[config.mk]
export PLATFORM = sky130hd
export DESIGN_NAME = ps2_keyboard_event_decoder
export DESIGN_NICKNAME = d
export VERILOG_FILES = /design/src/rtl/ps2_keyboard_event_decoder.sv
export SDC_FILE = /design/constraint.sdc
export NUM_CORES = 1
export LEC_CHECK = 0
export BUFFER_PORTS_ARGS = -buffer_cell sky130_fd_sc_hd__buf_2
export CORE_UTILIZATION = 60
export DETAILED_ROUTE_END_ITERATION = 8
export PLACE_DENSITY = 0.79
export SLEW_MARGIN = 25
export SYNTH_ARGS = -nofsm -noshare
export SYNTH_HDL_FRONTEND = slang
export SYNTH_SLANG_ARGS = --single-unit
[constraint.sdc]
create_clock -name sys_Clk -period 3.86 [get_ports sys_Clk]
set_input_delay 0.579 -clock sys_Clk [delete_from_list [all_inputs] [get_ports sys_Clk]]
set_output_delay 0.579 -clock sys_Clk [all_outputs]
set_load 0.02 [all_outputs]
[src/rtl/ps2_keyboard_event_decoder.sv]
// ps2_keyboard_event_decoder
//   Turns the PS/2 scan-code byte stream into make/break events (with E0
//   extended prefix), tracks modifier and lock state, queues events in a
//   first-word-fall-through FIFO and refreshes the keyboard lock LEDs through
//   the controller's command handshake.
// Ports:
//   sys_Clk, Reset            clock, synchronous active-low reset
//   rx_data, rx_valid         received byte + one-cycle strobe
//   cmd_byte, cmd_send        command byte + level request to the controller
//   cmd_sent                  one-cycle strobe, command transmitted
//   ev_data, ev_empty, ev_pop event FIFO head {shift,ctrl,alt,caps,brk,ext,code}
//   ev_full, ev_overflow      FIFO full / sticky dropped-event flag
//   shift, ctrl, alt          modifier held (left OR right)
//   caps_lock, num_lock, scroll_lock  lock toggle state
//   led_error                 sticky LED transfer timeout
module ps2_keyboard_event_decoder #(
    parameter int FIFO_DEPTH  = 8,
    parameter int REPORT_MAKE = 1,
    parameter int LED_UPDATE  = 1,
    parameter int ACK_TIMEOUT = 50000
) (
    input  logic        sys_Clk,
    input  logic        Reset,
    input  logic [7:0]  rx_data,
    input  logic        rx_valid,
    output logic [7:0]  cmd_byte,
    output logic        cmd_send,
    input  logic        cmd_sent,
    output logic [13:0] ev_data,
    output logic        ev_empty,
    input  logic        ev_pop,
    output logic        ev_full,
    output logic        ev_overflow,
    output logic        shift,
    output logic        ctrl,
    output logic        alt,
    output logic        caps_lock,
    output logic        num_lock,
    output logic        scroll_lock,
    output logic        led_error
);
    localparam int AW = (FIFO_DEPTH > 1) ? $clog2(FIFO_DEPTH) : 1;
    localparam int CW = AW + 1;
    localparam int TW = $clog2(ACK_TIMEOUT + 1);

    // Modifier slots: 0 lshift, 1 rshift, 2 lctrl, 3 rctrl, 4 lalt, 5 ralt
    localparam logic [47:0] MOD_CODES = {8'h11, 8'h11, 8'h14, 8'h14, 8'h59, 8'h12};
    localparam logic [5:0]  MOD_EXT   = 6'b101000;
    // Lock slots: 2 caps, 1 num, 0 scroll
    localparam logic [23:0] LOCK_CODES = {8'h58, 8'h77, 8'h7E};

    typedef enum logic [1:0] {P_IDLE, P_EXT, P_BRK, P_EXT_BRK} p_state_t;
    typedef enum logic [2:0] {L_IDLE, L_CMD, L_ACK1, L_DATA, L_ACK2} l_state_t;

    p_state_t p_state_reg, p_state_next;
    l_state_t l_state_reg;

    logic [5:0] mod_reg, mod_next;
    logic [2:0] lock_reg, lock_next;
    logic [2:0] held_reg, held_next;
    logic [5:0] mod_hit;
    logic [2:0] lock_hit;
    logic       toggle;
    logic       pending_reg;
    logic [TW-1:0] timer_reg;

    logic is_e0, is_f0, is_ctl, bat, ack, is_event, brk, ext;
    logic [13:0] ev_word;
    logic        push, do_push, do_pop;

    logic [13:0]   mem [FIFO_DEPTH];
    logic [AW-1:0] wr_ptr_reg, rd_ptr_reg;
    logic [CW-1:0] count_reg;

    // ---------------- byte classification ----------------
    assign is_e0    = (rx_data == 8'hE0);
    assign is_f0    = (rx_data == 8'hF0);
    assign is_ctl   = rx_data inside {8'hFA, 8'hEE, 8'hFE, 8'h00, 8'hFF, 8'hE1};
    assign bat      = rx_valid && (rx_data == 8'hAA);
    assign ack      = rx_valid && (rx_data == 8'hFA);
    assign is_event = rx_valid && !is_e0 && !is_f0 && !is_ctl && (rx_data != 8'hAA);
    assign brk      = (p_state_reg == P_BRK) || (p_state_reg == P_EXT_BRK);
    assign ext      = (p_state_reg == P_EXT) || (p_state_reg == P_EXT_BRK);

    always_comb begin
        p_state_next = p_state_reg;
        if (rx_valid) begin
            if (is_e0)
                p_state_next = P_EXT;
            else if (is_f0)
                p_state_next = ext ? P_EXT_BRK : P_BRK;
            else
                p_state_next = P_IDLE;
        end
    end

    generate
        for (genvar gi = 0; gi < 6; gi++) begin : g_mod
            assign mod_hit[gi] = is_event && (rx_data == MOD_CODES[gi*8 +: 8])
                                 && (ext == MOD_EXT[gi]);
        end
        for (genvar gi = 0; gi < 3; gi++) begin : g_lock
            assign lock_hit[gi] = is_event && !ext && (rx_data == LOCK_CODES[gi*8 +: 8]);
        end
    endgenerate

    // Post-update modifier/lock state; the event word carries these values.
    always_comb begin
        mod_next  = mod_reg;
        lock_next = lock_reg;
        held_next = held_reg;
        toggle    = 1'b0;
        if (bat) begin
            mod_next  = '0;
            lock_next = '0;
            held_next = '0;
        end else begin
            for (int i = 0; i < 6; i++)
                if (mod_hit[i]) mod_next[i] = !brk;
            for (int i = 0; i < 3; i++) begin
                if (lock_hit[i]) begin
                    if (brk) begin
                        held_next[i] = 1'b0;
                    end else if (!held_reg[i]) begin
                        // first make toggles; typematic repeats are ignored
                        held_next[i] = 1'b1;
                        lock_next[i] = !lock_reg[i];
                        toggle       = 1'b1;
                    end
                end
            end
        end
    end

    assign ev_word = {mod_next[0] | mod_next[1], mod_next[2] | mod_next[3],
                      mod_next[4] | mod_next[5], lock_next[2], brk, ext, rx_data};
    assign push    = is_event && (brk || (REPORT_MAKE != 0));

    always_ff @(posedge sys_Clk) begin
        if (!Reset) begin
            p_state_reg <= P_IDLE;
            mod_reg     <= '0;
            lock_reg    <= '0;
            held_reg    <= '0;
        end else begin
            p_state_reg <= p_state_next;
            mod_reg     <= mod_next;
            lock_reg    <= lock_next;
            held_reg    <= held_next;
        end
    end

    assign shift       = mod_reg[0] | mod_reg[1];
    assign ctrl        = mod_reg[2] | mod_reg[3];
    assign alt         = mod_reg[4] | mod_reg[5];
    assign caps_lock   = lock_reg[2];
    assign num_lock    = lock_reg[1];
    assign scroll_lock = lock_reg[0];

    // ---------------- event FIFO (first word fall through) ----------------
    assign ev_empty = (count_reg == '0);
    assign ev_full  = (count_reg == CW'(FIFO_DEPTH));
    assign do_pop   = ev_pop && !ev_empty;
    // a pop in the same cycle frees the slot, so a full FIFO still accepts
    assign do_push  = push && (!ev_full || do_pop);
    assign ev_data  = ev_empty ? '0 : mem[rd_ptr_reg];

    always_ff @(posedge sys_Clk) begin
        if (do_push) mem[wr_ptr_reg] <= ev_word;
    end

    always_ff @(posedge sys_Clk) begin
        if (!Reset) begin
            wr_ptr_reg  <= '0;
            rd_ptr_reg  <= '0;
            count_reg   <= '0;
            ev_overflow <= 1'b0;
        end else begin
            if (do_push) wr_ptr_reg <= wr_ptr_reg + 1'b1;
            if (do_pop)  rd_ptr_reg <= rd_ptr_reg + 1'b1;
            if (do_push && !do_pop)
                count_reg <= count_reg + 1'b1;
            else if (do_pop && !do_push)
                count_reg <= count_reg - 1'b1;
            if (do_pop)
                ev_overflow <= 1'b0;
            else if (push && !do_push)
                ev_overflow <= 1'b1;
        end
    end

    // ---------------- LED update FSM ----------------
    always_ff @(posedge sys_Clk) begin
        if (!Reset) begin
            l_state_reg <= L_IDLE;
            pending_reg <= 1'b0;
            timer_reg   <= '0;
            cmd_byte    <= '0;
            cmd_send    <= 1'b0;
            led_error   <= 1'b0;
        end else if (bat || (LED_UPDATE == 0)) begin
            l_state_reg <= L_IDLE;
            pending_reg <= 1'b0;
            timer_reg   <= '0;
            cmd_send    <= 1'b0;
        end else begin
            pending_reg <= pending_reg | toggle;
            case (l_state_reg)
                L_IDLE: begin
                    if (pending_reg) begin
                        pending_reg <= toggle;
                        l_state_reg <= L_CMD;
                        cmd_byte    <= 8'hED;
                        cmd_send    <= 1'b1;
                    end
                end
                L_CMD: begin
                    if (cmd_sent) begin
                        cmd_send    <= 1'b0;
                        timer_reg   <= '0;
                        l_state_reg <= L_ACK1;
                    end
                end
                L_ACK1: begin
                    if (ack) begin
                        cmd_byte    <= {5'b0, lock_reg};
                        cmd_send    <= 1'b1;
                        l_state_reg <= L_DATA;
                    end else if (timer_reg == TW'(ACK_TIMEOUT - 1)) begin
                        led_error   <= 1'b1;
                        l_state_reg <= L_IDLE;
                    end else begin
                        timer_reg <= timer_reg + 1'b1;
                    end
                end
                L_DATA: begin
                    if (cmd_sent) begin
                        cmd_send    <= 1'b0;
                        timer_reg   <= '0;
                        l_state_reg <= L_ACK2;
                    end
                end
                L_ACK2: begin
                    if (ack) begin
                        l_state_reg <= L_IDLE;
                    end else if (timer_reg == TW'(ACK_TIMEOUT - 1)) begin
                        led_error   <= 1'b1;
                        l_state_reg <= L_IDLE;
                    end else begin
                        timer_reg <= timer_reg + 1'b1;
                    end
                end
                default: l_state_reg <= L_IDLE;
            endcase
        end
    end
endmodule

==> metrics.md, run 1 <==
| Metric | Value |
|---|---|
| Outcome | `completed` |
| Port Buf Inserts | `44` |
| Pwr/cell area | `approximately 570 nW/um^2` |
| Min-Delay Startpoint | `cmd_sent` |
| Post-route clock skew | `approximately 0.0075 ns` |
| Residual DRC | `0` |
| Prevailing post-synth register cell | `sky130_fd_sc_hd__edfxtp_1` |
| Net count, final | `between 600 and 700` |
| Insertion delay of the later-clocked pin in the worst-skew pair | `roughly 0.43 ns` |
| Number of enable flip-flop cells after synthesis | `around 110` |
| Crit path max fanout | `9` |
| First DRT Iteration DRCs | `422` |
| Sequential area share after synthesis | `0.606` |
| Crit. Startpoint | `rx_data[1]` |
| Arrival time of data at the critical path endpoint | `roughly 3.5 ns` |
| Die area | `~13000 um^2` |
| Quantity of gates resized following cts | `0` |
| Final Hold Fails | `0` |
| Capture point of the worst reg-to-reg path | `count_reg[3]` |
| Final count of pins violating max slew | `0` |
| Number of iterations in the first detailed-routing pass | `7` |
| Via count of the first global-routing pass | `4857` |
| Flip-flop count of the largest register after layout | `~110` |
| Number of antenna violations at the first check in global routing | `0` |
| Met3 demand-to-capacity share in global routing | `0.0670` |
| Via count | `~4900` |
| Worst Reg2Reg Path Length in Cells | `12` |
| Peak supply drop | `about 0.42 mV` |
| Most heavily used metal layer in global routing | `met2` |
| Number of cells on the worst hold path | `2` |
| CP Launch Type | `primary input` |
| Setup Total Neg Slack | `0 ns` |
| Leading cell types by total area after synthesis | `sky130_fd_sc_hd__edfxtp_1 46%, sky130_fd_sc_hd__dfxtp_1 15%, sky130_fd_sc_hd__mux4_2 8.6%` |
| Proportion of layout cells with a drive suffix above 1 | `0.224` |
| First-pass GRT wire length | `between 20000 and 30000 um` |
| Row count | `39` |
| Cells after synthesis | `556` |
| Library cell with the highest instance count after synthesis | `sky130_fd_sc_hd__edfxtp_1` |
| Share of async-settable or async-resettable flops after synthesis | `0` |
| Share of the clock period used by the worst path after layout | `0.803` |
| Layout overhead on the synthesized area | `13.6%` |
| Classification of the worst-slack hold path | `primary input to flip-flop` |
| Number of H-tree branching levels | `4` |
| Max Cap Violations | `0` |
| HPWL after DPL | `between 10000 and 15000 um` |
| Clk slew on worst S/H paths | `~0.060 ns` |
| Number of CTS-inserted buffers | `17` |
| Count of yosys warnings during synthesis | `0` |
| Tightest slew margin relative to the limit | `0.335` |
| Core ar. | `roughly 12000 um^2` |
| Clock tree from TritonCTS | `yes` |
| RSZ-0062 raised after global routing | `no` |
| Chip width | `approximately 110 um` |
| Total nets after synthesis | `around 580` |
| Root buffer cell | `sky130_fd_sc_hd__clkbuf_16` |
| Worst Tran Pin Value | `0.996 ns` |
| Static leakage power | `between 2 and 3 nW` |
| Category of the critical setup timing path | `primary input to flip-flop` |
| Post-DP Area | `approximately 7700 um^2` |
| Buffers from clock root to sink, at most | `2` |
| Mapped Area | `7330 um^2` |
| Highest clock rate | `around 320 MHz` |
| Critical Path Sink Type | `flip-flop` |
| Pin count of the biggest net entering global routing | `31` |
| Worst hold endpoint | `l_state_reg[0]` |
| Count of filler cells inserted in the layout | `about 780` |
| Global Route met2 Usage | `0.443` |
| Count of nets left with antenna violations after detail routing | `0` |
| Overflow left after global routing | `0` |
| Aggregate global-route resource usage | `0.268` |
| Die extent in y | `around 110 um` |
| Number of different library cells in the post-synthesis netlist | `63` |
| Flip-flop and latch count after synthesis | `~170` |
| Most frequent cells after synthesis | `112 x sky130_fd_sc_hd__edfxtp_1, 61 x sky130_fd_sc_hd__nor2_1, 54 x sky130_fd_sc_hd__dfxtp_1` |
| Portion of synthesized cell area occupied by the leading cell type | `0.459` |
| Top cell type by total area after synthesis | `sky130_fd_sc_hd__edfxtp_1` |
| Final routed wire length divided by cell count | `a little over 20 um` |
| Tot Pwr | `~0.0048 W` |
| Data required time at the worst endpoint | `roughly 4.2 ns` |
| Finished Cell Area | `between 8000 and 9000 um^2` |
| Total clock sinks | `about 170` |
| Final critical-path required period | `3.10 ns` |
| Final weighted congestion in routability-driven placement | `roughly 0.9` |
| Number of buffers added to fix hold violations after cts | `0` |
| Routed via count divided by cell count | `between 6 and 7` |
| Initial Util | `0.628` |
| Post-CTS setup-driven buffer insertion count | `0` |
| Flop-to-flop setup slack | `approximately 1.0 ns` |
| Mean instance size in the synthesized netlist | `around 13 um^2` |
| Met1 usage | `0.341` |
| # diodes | `0` |
| Launch point of the worst reg-to-reg path | `count_reg[0]` |
| Final setup viols | `0` |
| Total wirelength of the detailed-routed design | `15800 um` |
| Boundary pin count | `46` |
[metrics by stage]
stage          setup WS, ns  instances   util  hold WS [ns]
2_1_floorplan         0.503        556      -         0.438
3_3_place_gp          0.450        726  0.663         0.454
3_5_place_dp          0.363        726  0.663         0.462
4_1_cts               0.794        758  0.714         0.402
5_1_grt               0.637        758  0.714         0.410
6_report              0.760        758  0.714         0.415
[worst max-delay path: stages]
cell	delay [ns]
sky130_fd_sc_hd__buf_2	0.17
sky130_fd_sc_hd__or4_4	0.56
sky130_fd_sc_hd__a2111oi_4	0.35
sky130_fd_sc_hd__a2111oi_2	0.09
sky130_fd_sc_hd__buf_4	0.18
sky130_fd_sc_hd__ha_1	0.22
sky130_fd_sc_hd__inv_1	0.13
sky130_fd_sc_hd__ha_1	0.26
sky130_fd_sc_hd__a21o_1	0.19
sky130_fd_sc_hd__a21oi_1	0.17
sky130_fd_sc_hd__xnor2_1	0.09
sky130_fd_sc_hd__or3_1	0.31
sky130_fd_sc_hd__a21oi_1	0.15
[power breakdown]
part / total [W] / leakage (nW) / switching (W) / internal (W)
Sequential: 0.00209 / 1.46 / 0.000114 / 0.00197
Combinational: 0.00100 / 1.17 / 0.000532 / 0.000470
Clock: 0.00169 / 0.283 / 0.000675 / 0.00101
Total: 0.00478 / 2.91 / 0.00132 / 0.00346
[routing by layer]
metal / routed length [um] / vias up / share of wire
li1: - / 2230 / -
met5: 0 / - / 0
met3: 1110 / 29 / 0.070
met1: 6300 / 2403 / 0.40
met2: 8040 / 216 / 0.51
met4: 317 / 0 / 0.020
[how the worst max path moves through the flow]
stage / end / slack, ns / depth (start not counted)
final: count_reg[3] / 0.76 / 13
after global routing: count_reg[3] / 0.64 / 13
after CTS: count_reg[3] / 0.79 / 13
after detailed placement: count_reg[3] / 0.36 / 13
after global placement: count_reg[3] / 0.45 / 13
after floorplan: mem[0][0] / 0.50 / 6
[area by class of cell]
cell class              instances  area (um^2)  area share
well taps                     143          179      0.0215
multi-input cells             340         2680       0.322
clock inverters                13          154      0.0185
repair buffers                 64          383      0.0460
inverters                      13         48.8     0.00586
clock buffers                  19          433      0.0520
flip-flops and latches        166         4450       0.534
[logic make-up (layout without fill, tap and decap cells)]
group | Yosys count | count (layout) | share of synthesized area
simple gates | 184 | 184 | 0.132
flops | 166 | 166 | 0.606
compound gates | 86 | 86 | 0.0854
mux | 54 | 54 | 0.122
buf+inv | 50 | 109 | 0.0316
xor+xnor | 8 | 8 | 0.00956
fa+ha+maj | 7 | 7 | 0.0130
other cells | 1 | 1 | 0.000512
[layout by cell type (no fill, tap or decap), types with 10 or more instances in the layout]
master,synthesis,layout
sky130_fd_sc_hd__inv_1,13,13
sky130_fd_sc_hd__nor2_1,61,61
sky130_fd_sc_hd__mux2i_1,26,26
sky130_fd_sc_hd__clkbuf_16,0,17
sky130_fd_sc_hd__o21ai_0,14,14
sky130_fd_sc_hd__mux4_2,28,28
sky130_fd_sc_hd__nand2b_1,10,10
sky130_fd_sc_hd__buf_4,4,19
sky130_fd_sc_hd__edfxtp_1,112,112
sky130_fd_sc_hd__nand2_1,23,23
sky130_fd_sc_hd__a21oi_1,27,27
sky130_fd_sc_hd__nand4_1,11,11
sky130_fd_sc_hd__buf_2,11,44
sky130_fd_sc_hd__or3_1,16,16
sky130_fd_sc_hd__dfxtp_1,54,53
sky130_fd_sc_hd__nand3_1,15,15
Note: power is estimated with default switching activity, not from simulation.
==> run 2: changes to the inputs <==
--- a/config.mk
+++ b/config.mk
@@ -6,9 +6,9 @@
 export NUM_CORES = 1
 export LEC_CHECK = 0
 export BUFFER_PORTS_ARGS = -buffer_cell sky130_fd_sc_hd__buf_2
-export CORE_UTILIZATION = 60
+export CORE_UTILIZATION = 55
 export DETAILED_ROUTE_END_ITERATION = 8
-export PLACE_DENSITY = 0.79
+export PLACE_DENSITY = 0.76
 export SLEW_MARGIN = 25
 export SYNTH_ARGS = -nofsm -noshare
 export SYNTH_HDL_FRONTEND = slang
==> constraint.sdc (replaced) <==
create_clock -name sys_Clk -period 2.51 [get_ports sys_Clk]
set_input_delay 0.3765 -clock sys_Clk [delete_from_list [all_inputs] [get_ports sys_Clk]]
set_output_delay 0.3765 -clock sys_Clk [all_outputs]
set_load 0.02 [all_outputs]
==> run 2 against run 1 <==
- critical path depth fell by 7
- sequential power up 47%
- first-iteration DRC count increased by 3.3%
- clock power increased by 43%
- die area is 8.9% higher
- non-clock buffer count rose by 36
- combinational power is 83% higher
- sequential cell count unchanged
- highest routed layer unchanged
==> metrics.md, run 2 (synthesized netlist as in run 1, its figures left out) <==
| Metric | Value |
|---|---|
| Outcome | `completed` |
| Net count, final | `658 (+5.8%)` |
| Clk slew on worst S/H paths | `0.06 ns (about the same)` |
| HPWL after DPL | `10200 um (+2.3%)` |
| Peak supply drop | `0.388 mV (-8.2%)` |
| Layout overhead on the synthesized area | `18.9%` |
| Clock network fraction of total power | `0.329 (-0.025)` |
| Number of iterations in the first detailed-routing pass | `5 (-2)` |
| Insertion delay of the later-clocked pin in the worst-skew pair | `0.43 ns (about the same)` |
| Boundary pin count | `46 (unchanged)` |
| Pwr/cell area | `840 nW/um^2 (+46%)` |
| CP Launch Type | `flip-flop` |
| Classification of the worst-slack hold path | `primary input to flip-flop` |
| Final Hold Fails | `0 (unchanged)` |
| Share of the clock period used by the worst path after layout | `0.994` |
| Initial Util | `0.571 (-0.0570)` |
| Buffers from clock root to sink, at most | `2 (unchanged)` |
| Port Buf Inserts | `44 (unchanged)` |
| Tightest slew margin relative to the limit | `0.395 (+0.0602)` |
| Overflow left after global routing | `0 (unchanged)` |
| Final count of pins violating max slew | `0 (unchanged)` |
| Power spent charging and discharging nets | `0.00208 W (+58%)` |
| Number of buffers added to fix hold violations after cts | `0 (unchanged)` |
| Combined flip-flop and latch cell area | `4450 um^2 (unchanged)` |
| Highest clock rate | `401 MHz` |
| Finished Cell Area | `8710 um^2 (+4.7%)` |
| Residual DRC | `0 (unchanged)` |
| Pin count of the biggest net entering global routing | `31 (unchanged)` |
| Post-route clock skew | `0.00848 ns (+0.000932 ns)` |
| First DRT Iteration DRCs | `436 (+3.3%)` |
| Number of H-tree branching levels | `4 (unchanged)` |
| Flip-flop count of the largest register after layout | `112 (unchanged)` |
| Count of filler cells inserted in the layout | `909 (+17%)` |
| Launch point of the worst reg-to-reg path | `count_reg[1]` |
| Post-DP Area | `8110 um^2 (+4.9%)` |
| Final routed wire length divided by cell count | `19.4 um (-6.8%)` |
| Min-Delay Startpoint | `cmd_sent` |
| Final critical-path required period | `2.49 ns` |
| Crit. Startpoint | `count_reg[1]` |
| First-pass GRT wire length | `25400 um (+0.36%)` |
| Capture point of the worst reg-to-reg path | `mem[4][0]` |
| Pre-CTS setup slack | `-0.457 ns (-0.821 ns)` |
| Clock tree from TritonCTS | `yes` |
| Worst Reg2Reg Path Length in Cells | `6 (-6)` |
| Category of the critical setup timing path | `flip-flop to flip-flop` |
| Worst Tran Pin Value | `0.906 ns (-0.0899 ns)` |
| Number of antenna violations at the first check in global routing | `0 (unchanged)` |
| Crit path max fanout | `14 (+5)` |
| # diodes | `0 (unchanged)` |
| Via count | `4882 (+0.082%)` |
| Max Cap Violations | `0 (unchanged)` |
| Total clock sinks | `166 (unchanged)` |
| Part of the total power dissipated in combinational logic | `0.250 (+0.040)` |
| Final setup margin | `0.0159 ns (-0.744 ns)` |
| Most common cell after layout, fill and taps aside | `sky130_fd_sc_hd__edfxtp_1` |
| Arrival time of data at the critical path endpoint | `2.55 ns (-0.90 ns)` |
| RSZ-0062 raised after global routing | `yes` |
| Die extent in y | `117 um (+4.4%)` |
| Routed via count divided by cell count | `5.94 (-7.7%)` |
| Data required time at the worst endpoint | `2.56 ns (-1.65 ns)` |
| Via count of the first global-routing pass | `4976 (+2.5%)` |
| Core ar. | `12800 um^2 (+10%)` |
| Final setup viols | `0 (unchanged)` |
| Setup Total Neg Slack | `0 ns (unchanged)` |
| # placed instances | `789 (+8.7%)` |
| Post-route insts no fill | `822 (+8.4%)` |
| Leading cell types in the layout, fill and taps excluded | `112 x sky130_fd_sc_hd__edfxtp_1, 55 x sky130_fd_sc_hd__nor2_1, 53 x sky130_fd_sc_hd__dfxtp_1` |
| Critical Path Sink Type | `flip-flop` |
| Chip width | `117 um (+4.4%)` |
| Number of cells on the worst hold path | `2 (unchanged)` |
| Cell-internal power | `0.00524 W (+52%)` |
| Number of CTS-inserted buffers | `17 (unchanged)` |
| Switch share | `0.284 (+0.00780)` |
| Aggregate global-route resource usage | `0.243 (-0.0242)` |
| Flop-to-flop setup slack | `0.02 ns (-1.00 ns)` |
| Root buffer cell | `sky130_fd_sc_hd__clkbuf_16` |
| Count of nets left with antenna violations after detail routing | `0 (unchanged)` |
| Multi-input gate area in the final layout | `2750 um^2 (+2.5%)` |
| Total wirelength of the detailed-routed design | `15900 um (+1.0%)` |
| Die area | `13800 um^2 (+8.9%)` |
| Final weighted congestion in routability-driven placement | `0.886 (about the same)` |
| Static leakage power | `3.08 nW (+5.7%)` |
| Proportion of layout cells with a drive suffix above 1 | `0.286 (+0.0618)` |
| Sequential share of power | `0.421 (-0.016)` |
| Row count | `41 (+5.1%)` |
| Post-route core utilization | `0.680 (-0.0341)` |
| Worst hold endpoint | `l_state_reg[0]` |
-- run 2: cell count changes in the layout (fill, tap and decap cells not counted), sizes merged --
cell / previous run / this run
bufinv: 3 / 1
buf: 64 / 100
clkinv: 5 / 6
inv: 16 / 15
clkbuf: 19 / 20
-- run 2: power groups by stage --
stage                     Sequential (W)  Clock (W)  Combinational, W
final                            0.00308    0.00241           0.00183
after global routing             0.00309    0.00256           0.00197
after CTS                        0.00309    0.00244           0.00183
after detailed placement         0.00314          0           0.00180
after global placement           0.00313          0           0.00175
after floorplan                  0.00314          0           0.00122
-- run 2: worst max-delay path by stage --
| stage | to | slack, ns | cells past startpoint |
|---|---|---|---|
| 2_1_floorplan | count_reg[3] | -0.50 | 12 |
| 3_3_place_gp | count_reg[3] | -0.40 | 12 |
| 3_5_place_dp | count_reg[3] | -0.46 | 12 |
| 4_1_cts | mem[3][13] | -0.004 | 6 |
| 5_1_grt | mem[4][10] | -0.11 | 6 |
| 6_report | mem[4][0] | 0.02 | 6 |
-- run 2: stage by stage --
stage / total power, W / hold WS (ns)
after global placement: 0.00488 / 0.455
final: 0.00732 / 0.198
after floorplan: 0.00435 / 0.438
after CTS: 0.00735 / 0.187
after detailed placement: 0.00494 / 0.459
after global routing: 0.00763 / 0.219
-- run 2: per-layer routing --
layer	wire (um)	part of all wire	global-route usage	vias to the layer above
li1	-	-	-	2294
met1	6350	0.40	0.291	2372
met2	8250	0.52	0.413	180
met3	921	0.058	0.0603	36
met4	395	0.025	0.114	0
met5	0	0	0	-
-- run 2: timing repair --
item | CTS | global route
pin swaps | 1 | 1
cloned | 0 | 0
hold endpoints to repair | 0 | 0
setup buffers | 0 | 2
gates resized for setup | 0 | 7
setup endpoints to repair | 13 | 101
-- run 2: cell type report --
cell class,instances,area share
multi-input combinational,340,0.315
sequential,166,0.510
inverter,13,0.00589
clock inverter,11,0.0119
tap,172,0.0247
timing repair buffer,100,0.0821
clock buffer,20,0.0501
-- run 2: worst max-delay path: stages, from the launching register on --
cell and delay [ns]:
sky130_fd_sc_hd__dfxtp_1 0.34, sky130_fd_sc_hd__nor3_1 0.07, sky130_fd_sc_hd__and3b_1 0.21, sky130_fd_sc_hd__a2111oi_4 0.37, sky130_fd_sc_hd__buf_4 0.20, sky130_fd_sc_hd__nand2b_1 0.17, sky130_fd_sc_hd__nor2_2 0.75
==> run 3: changes to the inputs <==
--- a/config.mk
+++ b/config.mk
@@ -6,9 +6,11 @@
 export NUM_CORES = 1
 export LEC_CHECK = 0
 export BUFFER_PORTS_ARGS = -buffer_cell sky130_fd_sc_hd__buf_2
-export CORE_UTILIZATION = 55
+export CORE_UTILIZATION = 57
+export CTS_BUF_LIST = sky130_fd_sc_hd__clkbuf_8
 export DETAILED_ROUTE_END_ITERATION = 8
-export PLACE_DENSITY = 0.76
+export PLACE_DENSITY = 0.79
+export SETUP_SLACK_MARGIN = 0.05
 export SLEW_MARGIN = 25
 export SYNTH_ARGS = -nofsm -noshare
 export SYNTH_HDL_FRONTEND = slang
==> constraint.sdc (replaced) <==
create_clock -name sys_Clk -period 2.51 [get_ports sys_Clk]
set_input_delay 0.3765 -clock sys_Clk [delete_from_list [all_inputs] [get_ports sys_Clk]]
set_output_delay 0.3765 -clock sys_Clk [all_outputs]
set_load 0.1 [all_outputs]
==> run 3 against run 2 <==
- global-route usage rose by 1.6 points
- sequential share of layout area fell by 1.1 points
- sequential power rose by 1%
- non-clock buffer count did not move
- clock power fell by 29%
- worst setup slack improved by 0.015 ns
- count of clock-buffer cells in the layout fell by 3
- worst hold slack got worse by 0.021 ns
- final area rose by 2.3%
- combinational power rose by 91%
- register-to-register slack improved by 0.10 ns
- critical path type is now primary input to flip-flop
- largest power group is now combinational logic
==> metrics.md, run 3 (synthesized netlist as in run 1, its figures left out) <==
| Metric | Value |
|---|---|
| Buffers from clock root to sink, at most | `2 (unchanged)` |
| Insertion delay of the later-clocked pin in the worst-skew pair | `0.45 ns (+0.02 ns)` |
| Gate family responsible for the most delay along the worst path | `compound AO/OA/AOI/OAI gates` |
| Tot Pwr | `0.00830 W (+13%)` |
| Chip width | `115 um (-1.7%)` |
| Crit path capture | `count_reg[3]` |
| Die extent in y | `115 um (-1.7%)` |
| Number of buffers added to fix hold violations after cts | `0 (unchanged)` |
| Launch point of the worst reg-to-reg path | `count_reg[0]` |
| Final Hold Fails | `0 (unchanged)` |
| Multi-input gate area in the final layout | `2960 um^2 (+7.7%)` |
| Arrival time of data at the critical path endpoint | `2.86 ns (+0.31 ns)` |
| Worst Tran Pin Value | `0.825 ns (-0.0814 ns)` |
| Port Buf Inserts | `44 (unchanged)` |
| Final weighted congestion in routability-driven placement | `0.895 (+1.0%)` |
| RSZ-0062 raised after global routing | `yes` |
| Final routed wire length divided by cell count | `19.5 um (+0.91%)` |
| Pin count of the biggest net entering global routing | `31 (unchanged)` |
| Crit. Startpoint | `rx_data[1]` |
| HPWL after DPL | `10700 um (+4.1%)` |
| Root buffer cell | `sky130_fd_sc_hd__clkbuf_8` |
| Data required time at the worst endpoint | `2.89 ns (+0.33 ns)` |
| Final critical-path required period | `2.48 ns (-0.0153 ns)` |
| Layout overhead on the synthesized area | `21.6%` |
| # diodes | `0 (unchanged)` |
| Max Cap Violations | `0 (unchanged)` |
| Category of the critical setup timing path | `primary input to flip-flop` |
| Total wirelength of the detailed-routed design | `16100 um (+1.0%)` |
| Residual DRC | `0 (unchanged)` |
| Count of nets left with antenna violations after detail routing | `0 (unchanged)` |
| Setup Total Neg Slack | `0 ns (unchanged)` |
| Number of CTS-inserted buffers | `17 (unchanged)` |
| Outcome | `completed` |
| # placed instances | `789 (unchanged)` |
| Row count | `41 (unchanged)` |
| Static leakage power | `3.07 nW (-0.17%)` |
| Highest clock rate | `403 MHz (+0.62%)` |
| Logic depth of the worst setup path including buffers | `12 (+6)` |
| Slowest stage cell, crit path | `sky130_fd_sc_hd__or4_4` |
| Number of antenna violations at the first check in global routing | `0 (unchanged)` |
| Number of H-tree branching levels | `4 (unchanged)` |
| Net count, final | `658 (unchanged)` |
| Most common cell after layout, fill and taps aside | `sky130_fd_sc_hd__edfxtp_1` |
| Tightest slew margin relative to the limit | `0.449 (+0.0531)` |
| Classification of the worst-slack hold path | `primary input to flip-flop` |
| Pwr/cell area | `931 nW/um^2 (+11%)` |
| Count of filler cells inserted in the layout | `821 (-9.7%)` |
| Final count of pins violating max slew | `0 (unchanged)` |
| Total clock sinks | `166 (unchanged)` |
| Number of buffers and inverters on the critical path | `2 (+1)` |
| First-pass GRT wire length | `25200 um (-0.82%)` |
| Via count | `4909 (+0.55%)` |
| Post-route clock skew | `0.0119 ns (+0.00338 ns)` |
| Critical Path Sink Type | `flip-flop` |
| First DRT Iteration DRCs | `403 (-7.6%)` |
| Clock tree from TritonCTS | `yes` |
| Cell-by-cell listing of the critical path | `buf_2, or4_4, a2111oi_4, a2111oi_4, ha_2, inv_2, ha_4, a21o_1, a21oi_2, xnor2_1, or3_1, a21oi_2` |
| Via count of the first global-routing pass | `4979 (+0.060%)` |
| Proportion of layout cells with a drive suffix above 1 | `0.315 (+0.0287)` |
| Peak per-stage delay on the critical path | `0.55 ns (-0.20 ns)` |
| CP Launch Type | `primary input` |
| Combined flip-flop and latch cell area | `4450 um^2 (about the same)` |
| Crit path max fanout | `3 (-11)` |
| Die area | `13300 um^2 (-3.5%)` |
| Capture point of the worst reg-to-reg path | `count_reg[3]` |
| Post-route insts no fill | `823 (+0.12%)` |
| Final setup viols | `0 (unchanged)` |
| Boundary pin count | `46 (unchanged)` |
| Number of iterations in the first detailed-routing pass | `5 (unchanged)` |
| Peak supply drop | `0.369 mV (-4.9%)` |
| Initial Util | `0.583 (+0.0117)` |
| Clk slew on worst S/H paths | `0.08 ns (+0.02 ns)` |
| Leading cell types in the layout, fill and taps excluded | `112 x sky130_fd_sc_hd__edfxtp_1, 52 x sky130_fd_sc_hd__dfxtp_1, 50 x sky130_fd_sc_hd__buf_4` |
| Share of the clock period used by the worst path after layout | `0.988 (-0.00609)` |
| Overflow left after global routing | `0 (unchanged)` |
| Worst Reg2Reg Path Length in Cells | `11 (+5)` |
| Flop-to-flop setup slack | `0.12 ns (+0.10 ns)` |
| Core ar. | `12600 um^2 (-2.0%)` |
| Flip-flop count of the largest register after layout | `112 (unchanged)` |
| Routed via count divided by cell count | `5.96 (+0.43%)` |
| Aggregate global-route resource usage | `0.259 (+0.0156)` |
run 3: changes by cell type in the layout (fill, tap and decap cells not counted), sizes merged:
| cell | change |
|---|---|
| clkinvlp | +1 |
| inv | +2 |
| clkbuf | -3 |
| clkinv | +1 |
run 3: repair_timing:
action | CTS | global route
resized for setup | 40 | 26
setup endpoints to repair | 14 | 30
hold endpoints to repair | 0 | 0
pin swaps | 1 | 1
buffers inserted | 1 | 0
gates cloned | 1 | 0
run 3: worst reg2reg max path: stages (launching register included):
cell and delay [ns]:
sky130_fd_sc_hd__dfxtp_1 0.33, sky130_fd_sc_hd__nor3_1 0.07, sky130_fd_sc_hd__and3b_1 0.21, sky130_fd_sc_hd__a2111oi_4 0.36, sky130_fd_sc_hd__ha_2 0.26, sky130_fd_sc_hd__inv_2 0.06, sky130_fd_sc_hd__ha_4 0.21, sky130_fd_sc_hd__a21o_1 0.16
sky130_fd_sc_hd__a21oi_2 0.12, sky130_fd_sc_hd__xnor2_1 0.09, sky130_fd_sc_hd__or3_1 0.33, sky130_fd_sc_hd__a21oi_2 0.13
run 3: final cells by class:
type / instances / area share
repair buffers: 100 / 0.100
flip-flops and latches: 166 / 0.499
clock inverters: 15 / 0.0128
inverters: 13 / 0.00547
well taps: 172 / 0.0241
clock buffers: 17 / 0.0262
multi-input cells: 340 / 0.332
run 3: worst min path at each step:
| stage | start | cells past startpoint | endpoint |
|---|---|---|---|
| after CTS | cmd_sent | 2 | l_state_reg[0] |
| after global placement | led_error | 2 | led_error |
| final | cmd_sent | 2 | l_state_reg[0] |
| after global routing | cmd_sent | 2 | l_state_reg[0] |
| after detailed placement | cmd_send | 2 | cmd_send |
| after floorplan | timer_reg[15] | 2 | timer_reg[15] |
run 3: routing by layer:
layer | GRT usage | part of all wire | vias up
met5 | 0 | 0 | -
li1 | - | - | 2296
met4 | 0.102 | 0.023 | 0
met3 | 0.0564 | 0.050 | 31
met2 | 0.460 | 0.53 | 140
met1 | 0.306 | 0.39 | 2442
run 3: metrics by stage:
step | hold WS (ns) | worst slack (ns) | cell area, um^2 | util
finish | 0.177 | 0.0312 | 8910 | 0.709
global route | 0.169 | -0.0662 | 8910 | 0.709
floorplan | 0.438 | -0.495 | 7500 | -
CTS | 0.164 | -0.00855 | 8810 | 0.701
global placement | 0.457 | -0.423 | 8260 | 0.657
detailed placement | 0.468 | -0.462 | 8260 | 0.657
run 3: power by group:
part / total (W) / internal (W) / switching, W
Sequential: 0.00312 / 0.00303 / 0.0000839
Combinational: 0.00349 / 0.00133 / 0.00216
Clock: 0.00170 / 0.000766 / 0.000929
Total: 0.00830 / 0.00513 / 0.00317
